$ cat src/rtl/fft_ctrl_pkg.sv
// Shared definitions for the fft_part1 batch sequencer: state encoding,
// block geometry and the default watchdog limit.
package fft_ctrl_pkg;

   typedef enum logic [2:0] {
      IDLE  = 3'd0,
      RD    = 3'd1,
      LOAD  = 3'd2,
      RUN   = 3'd3,
      DRAIN = 3'd4,
      FIN   = 3'd5
   } ctrl_state_t;

   localparam int WORDS_PER_BLK      = 8;
   localparam int TIMEOUT_CYCLES_DEF = 256;

   // Counter width that never collapses to zero bits.
   function automatic int clog2_min1(input int value);
      return (value <= 2) ? 1 : $clog2(value);
   endfunction

endpackage

$ cat src/rtl/fft_ctrl_wdog.sv
// Watchdog counter for the RUN wait of fft_part1_ctrl; exists only when
// FFT_PART1_CTRL_TIMEOUT_EN is defined.
`ifdef FFT_PART1_CTRL_TIMEOUT_EN
module fft_ctrl_wdog
   import fft_ctrl_pkg::*;
#(
   parameter int TIMEOUT_CYCLES = TIMEOUT_CYCLES_DEF
) (
   input  logic clk_i,
   input  logic rst_i,
   input  logic clr,
   input  logic en,
   output logic expired
);

   localparam int CNT_W = clog2_min1(TIMEOUT_CYCLES);

   logic [CNT_W-1:0] cnt_reg;

   always_ff @(posedge clk_i) begin
      if (rst_i || clr) begin
         cnt_reg <= '0;
      end else if (en && !expired) begin
         cnt_reg <= cnt_reg + CNT_W'(1);
      end
   end

   // Fires on the TIMEOUT_CYCLES-th enabled cycle since the last clear.
   assign expired = en && (cnt_reg == CNT_W'(TIMEOUT_CYCLES - 1));

endmodule
`endif

$ cat src/rtl/fft_part1_ctrl.sv
// Batch sequencer for fft_part1: fetch block, start, wait done, drain results.
// Optional RUN watchdog with sticky err_o: define FFT_PART1_CTRL_TIMEOUT_EN.
module fft_part1_ctrl
   import fft_ctrl_pkg::*;
#(
   parameter int DIN_W          = 256,
   parameter int DOUT_W         = 32,
   parameter int WORDS_PER_BLK  = fft_ctrl_pkg::WORDS_PER_BLK,
   parameter int RD_ADDR_W      = 6,
   parameter int WR_ADDR_W      = 9,
   parameter int NBLK_W         = 7,
   parameter int TIMEOUT_CYCLES = TIMEOUT_CYCLES_DEF
) (
   input  logic                 clk_i,
   input  logic                 rst_i,
   input  logic                 start_i,
   input  logic [NBLK_W-1:0]    num_blocks_i,
   output logic                 busy_o,
   output logic                 done_o,
   output logic                 err_o,
   output logic                 rd_en_o,
   output logic [RD_ADDR_W-1:0] rd_addr_o,
   input  logic [DIN_W-1:0]     rd_data_i,
   output logic                 wr_en_o,
   output logic [WR_ADDR_W-1:0] wr_addr_o,
   output logic [DOUT_W-1:0]    wr_data_o,
   input  logic                 wr_ready_i,
   output logic                 fft_start_o,
   output logic [DIN_W-1:0]     fft_din_o,
   input  logic                 fft_done_i,
   input  logic [DOUT_W-1:0]    fft_dout_i,
   output logic                 fft_dout_read_o
);

   localparam int WORD_W = clog2_min1(WORDS_PER_BLK);

   ctrl_state_t       state_reg;
   logic [NBLK_W-1:0] blk_reg;
   logic [NBLK_W-1:0] num_reg;
   logic [WORD_W-1:0] word_reg;
   logic              wdog_expired;

   wire last_word = (word_reg == WORD_W'(WORDS_PER_BLK - 1));
   wire last_blk  = (blk_reg == num_reg - NBLK_W'(1));

   always_ff @(posedge clk_i) begin
      if (rst_i) begin
         state_reg <= IDLE;
         blk_reg   <= '0;
         num_reg   <= '0;
         word_reg  <= '0;
      end else begin
         case (state_reg)
            IDLE: begin
               if (start_i) begin
                  num_reg   <= num_blocks_i;
                  blk_reg   <= '0;
                  state_reg <= (num_blocks_i == '0) ? FIN : RD;
               end
            end
            RD:   state_reg <= LOAD;
            LOAD: state_reg <= RUN;
            RUN: begin
               if (fft_done_i) begin
                  word_reg  <= '0;
                  state_reg <= DRAIN;
               end else if (wdog_expired) begin
                  state_reg <= FIN;
               end
            end
            DRAIN: begin
               // Backpressure: nothing moves until the output RAM takes the word.
               if (wr_ready_i) begin
                  if (!last_word) begin
                     word_reg <= word_reg + WORD_W'(1);
                  end else if (last_blk) begin
                     state_reg <= FIN;
                  end else begin
                     blk_reg   <= blk_reg + NBLK_W'(1);
                     state_reg <= RD;
                  end
               end
            end
            FIN:     state_reg <= IDLE;
            default: state_reg <= IDLE;
         endcase
      end
   end

   always_comb begin
      busy_o          = (state_reg != IDLE);
      done_o          = (state_reg == FIN);
      rd_en_o         = 1'b0;
      rd_addr_o       = '0;
      fft_start_o     = 1'b0;
      fft_din_o       = '0;
      wr_en_o         = 1'b0;
      wr_addr_o       = '0;
      wr_data_o       = '0;
      fft_dout_read_o = 1'b0;
      case (state_reg)
         RD: begin
            rd_en_o   = 1'b1;
            rd_addr_o = RD_ADDR_W'(blk_reg);
         end
         LOAD: begin
            fft_start_o = 1'b1;
            fft_din_o   = rd_data_i;
         end
         DRAIN: begin
            wr_en_o         = 1'b1;
            wr_addr_o       = WR_ADDR_W'(blk_reg) * WR_ADDR_W'(WORDS_PER_BLK)
                              + WR_ADDR_W'(word_reg);
            wr_data_o       = fft_dout_i;
            fft_dout_read_o = wr_ready_i;
         end
         default: ;
      endcase
   end

`ifdef FFT_PART1_CTRL_TIMEOUT_EN
   logic err_reg;

   // Counter restarts while in LOAD, i.e. on every entry to RUN.
   fft_ctrl_wdog #(
      .TIMEOUT_CYCLES(TIMEOUT_CYCLES)
   ) u_wdog (
      .clk_i  (clk_i),
      .rst_i  (rst_i),
      .clr    (state_reg == LOAD),
      .en     (state_reg == RUN),
      .expired(wdog_expired)
   );

   always_ff @(posedge clk_i) begin
      if (rst_i) begin
         err_reg <= 1'b0;
      end else if (state_reg == IDLE && start_i) begin
         err_reg <= 1'b0;
      end else if (state_reg == RUN && !fft_done_i && wdog_expired) begin
         err_reg <= 1'b1;
      end
   end

   assign err_o = err_reg;
`else
   logic unused_timeout_cfg;

   assign wdog_expired       = 1'b0;
   assign err_o              = 1'b0;
   assign unused_timeout_cfg = (TIMEOUT_CYCLES != 0);
`endif

endmodule
$ cat config.mk
export PLATFORM = sky130hd
export DESIGN_NAME = fft_part1_ctrl
export DESIGN_NICKNAME = d
export VERILOG_FILES = /design/src/rtl/fft_ctrl_pkg.sv /design/src/rtl/fft_ctrl_wdog.sv /design/src/rtl/fft_part1_ctrl.sv
export SDC_FILE = /design/constraint.sdc
export NUM_CORES = 1
export LEC_CHECK = 0
export ABC_AREA = 1
export ABC_CLOCK_PERIOD_IN_PS = 2300
export CORE_AREA = 4 4 232 234
export DETAILED_ROUTE_END_ITERATION = 16
export DIE_AREA = 0 0 236 238
export HOLD_SLACK_MARGIN = 0.12
export PLACE_DENSITY = 0.34
export SETUP_SLACK_MARGIN = 0.1
export SLEW_MARGIN = 5
export SYNTH_ARGS = -nofsm -noshare
export SYNTH_HDL_FRONTEND = slang
export SYNTH_SLANG_ARGS = --single-unit
$ cat constraint.sdc
create_clock -name clk_i -period 2.3 [get_ports clk_i]
set_input_delay 0.345 -clock clk_i [delete_from_list [all_inputs] [get_ports clk_i]]
set_output_delay 0.345 -clock clk_i [all_outputs]
set_load 0.005 [all_outputs]
==> impl_table.tex <==
\begin{tabular}{lr}
\hline
Metric & Value \\
\hline
\multicolumn{2}{l}{\textbf{Status}} \\
Outcome & completed \\
\multicolumn{2}{l}{\textbf{Placement}} \\
Detail Placement HPWL & 31.70 mm \\
Count of placed standard cells including taps & 2,106 \\
Final Wtd Congestion & 0.8329 \\
I/O Buffers & 608 \\
\multicolumn{2}{l}{\textbf{Job}} \\
Number of maximum-capacitance violations & 0 \\
\multicolumn{2}{l}{\textbf{Global routing}} \\
Pin count of the biggest net entering global routing & 29 \\
Number of global-route vias before repair & 7,036 \\
Total grt overflow & 0 \\
Wire length of the first global-routing pass & 50.49 mm \\
Initial antenna violation count & 6 \\
Combined global-route utilization of all metal layers & 12.03\% \\
\multicolumn{2}{l}{\textbf{Cells and area}} \\
Area Overhead vs Synth & 190.7\% \\
Fin cells & 2,126 \\
Net total in the final layout & 1,741 \\
Final core area utilization & 20.59\% \\
Fraction of layout cells with a size suffix above 1 & 5.989\% \\
Commonest non-fill, non-tap cells in the layout & clkdlybuf4s50\_1, nor2\_1, inv\_1 \\
Most frequent standard cell in the layout excluding fill and tap cells & clkdlybuf4s50\_1 \\
\multicolumn{2}{l}{\textbf{Setup path}} \\
CP required & 1960 ps \\
Crit path capture type & output port \\
CP Cell Sequence & nor2\_2 > nand2\_4 > buf\_4 > nor2\_1 > clkdlybuf4s50\_1 \\
Slowest cell on crit path & clkdlybuf4s50\_1 \\
Critical Setup Path Class & register to output port \\
Cell class contributing the biggest share of worst-path delay & buffers and inverters \\
Crit path max fanout & 15 \\
Delay contributed by the slowest stage of the critical path & 530 ps \\
Arrival time at the worst endpoint & 1820 ps \\
Startpoint class of the critical path & register \\
Buffers \& Inverters on Critical Path & 2 \\
\multicolumn{2}{l}{\textbf{Routing}} \\
Average routed wire per standard cell & 17.32 µm \\
Via-to-Cell Ratio & 3.169 \\
Post-detailed-routing wire length & 36.82 mm \\
Number of design rule violations left after detail routing & 0 \\
Total met3 wirelength after detailed routing & 3.132 mm \\
Met2 wire length & 18.65 mm \\
Post-route ant nets & 0 \\
Number of iterations in the first detailed-routing pass & 5 \\
Routed vias & 6,737 \\
1st-iter DRT viols & 187 \\
Top sig layer & met5 \\
Routed length on met1 & 14.70 mm \\
\multicolumn{2}{l}{\textbf{Synthesis}} \\
Ys async rst share & 0\% \\
Sequential area share after synthesis & 10.86\% \\
Yosys cell types & 28 \\
Post-synth top area share & 33.10\% \\
Leading post-synthesis cells by cell area & nor2\_1, inv\_1, dfxtp\_1 \\
Cell type with the largest total area after synthesis & nor2\_1 \\
Post-synthesis instance area & 0.003686 mm² \\
Count of state elements after synthesis & 20 \\
Net count after synthesis & 1,141 \\
Count of yosys warnings during synthesis & 0 \\
Number of flops mapped to enable cells by yosys & 0 \\
Average cell area after synthesis & 4.404 µm² \\
Leading register cell type out of synthesis & dfxtp\_1 \\
Gate Count Post-Synth & 837 \\
\multicolumn{2}{l}{\textbf{STA}} \\
RSZ-0062 raised after global routing & true \\
Final-layout worst hold slack & 482.3 ps \\
Final critical-path required period & 2164 ps \\
Fin. Hold Viols & 0 \\
Portion of the clock cycle consumed by the worst path in the final layout & 94.11\% \\
Final clock skew & 5.132 ps \\
Setup violation total in the final timing report & 0 \\
Max-slew violation total from the final report & 0 \\
Max Fclk & 462.0 MHz \\
\multicolumn{2}{l}{\textbf{Clocking}} \\
Clock-pin transition on the worst setup and hold timing paths & 70 ps \\
Worst-skew pair later-pin latency & 260 ps \\
Longest Clk Path Bufs & 2 \\
Sink count of the clock tree & 20 \\
Number of CTS-inserted buffers & 3 \\
H-tree level count & 1 \\
Cell chosen for the clock root & clkbuf\_16 \\
CTS tree & done \\
\multicolumn{2}{l}{\textbf{Hold path}} \\
Worst min path class & register to register \\
\multicolumn{2}{l}{\textbf{Power and ir drop}} \\
Cell area power density & 405.4 mW/mm² \\
Pleak & 6.533 nW \\
Highest ir drop seen on vdd & 0.0001830 V \\
Power after layout & 4.344 mW \\
\multicolumn{2}{l}{\textbf{Floorplanning}} \\
Core footprint & 0.05202 mm² \\
Full die area & 0.05617 mm² \\
Number of core rows & 84 \\
Die W & 236 µm \\
Initial Util & 7.085\% \\
Number of top-level pins & 610 \\
Die Height & 238 µm \\
\hline
\end{tabular}
==> tightest hold or removal path, delay by kind of cell (launching register included) <==
kind / cells / cell delay (ps)
buffers and inverters: 1 / 70
AO/OA/AOI/OAI: 1 / 50
flip-flops: 1 / 310
==> synthesized netlist by cell type (2+ instances only) <==
cell type,n
nor2_1,325
inv_1,318
nand2_1,54
buf_2,27
nand3_1,22
a21oi_1,21
dfxtp_1,20
o21ai_0,9
clkbuf_1,5
nor3_1,5
buf_1,4
ha_1,4
inv_2,3
nand2_2,3
buf_4,2
nor2_2,2
xnor2_1,2
==> layer usage <==
layer  GRT usage (%)  up-vias
li1                -     3430
met1           14.14     2967
met2           21.98      318
met3           4.011       20
met4           1.335        2
met5               0        -
==> what timing repair did <==
item,4_1_cts,5_1_grt
setup endpoints to repair,298,89
cloned,8,0
hold buffers,0,0
setup buffers,2,4
gates resized for setup,275,84
pin swaps,0,1
==> cells by family after synthesis <==
| logic type | synth area share, % |
|---|---|
| compound gates | 4.651 |
| xor+xnor | 0.7130 |
| fa+ha+maj | 1.358 |
| simple gates | 44.23 |
| other cells | 0.1017 |
| buf+inv | 38.09 |
| flops | 10.86 |
==> where the power goes <==
group	internal [mW]	switching, mW
logic	1.74	1.59
registers	0.424	0.0880
clock network	0.346	0.151
==> metrics by stage <==
stage / instance area (µm²) / worst slack (ps) / setup TNS, ps
floorplan: 3686 / 720.0 / 0
global placement: 10610 / -0.9412 / -0.9412
detailed placement: 10610 / 23.28 / 0
CTS: 10750 / 79.92 / 0
global route: 10710 / 26.28 / 0
finish: 10710 / 135.5 / 0
==> path summary, 6_finish.rpt <==
path	startpoint	to	slack, ps	cells after the start
max reg2reg	state_reg[0]	blk_reg[5]	380	10
min	num_reg[5]	num_reg[5]	480	2
max	state_reg[0]	wr_addr_o[8]	140	5
min reg2reg	num_reg[5]	num_reg[5]	480	2
==> layout make-up <==
class                      instances  area [µm²]
clock buffer                       3       75.07
clock inverter                     1       30.03
timing repair buffer             633        6186
inverter                         322        1225
sequential                        20       406.6
antenna                            2       5.005
fill                            6112       41310
multi-input combinational        456        1914
timing repair inverter             1       11.26
tap                              688       860.8
Note: power is estimated with default switching activity, not from simulation.
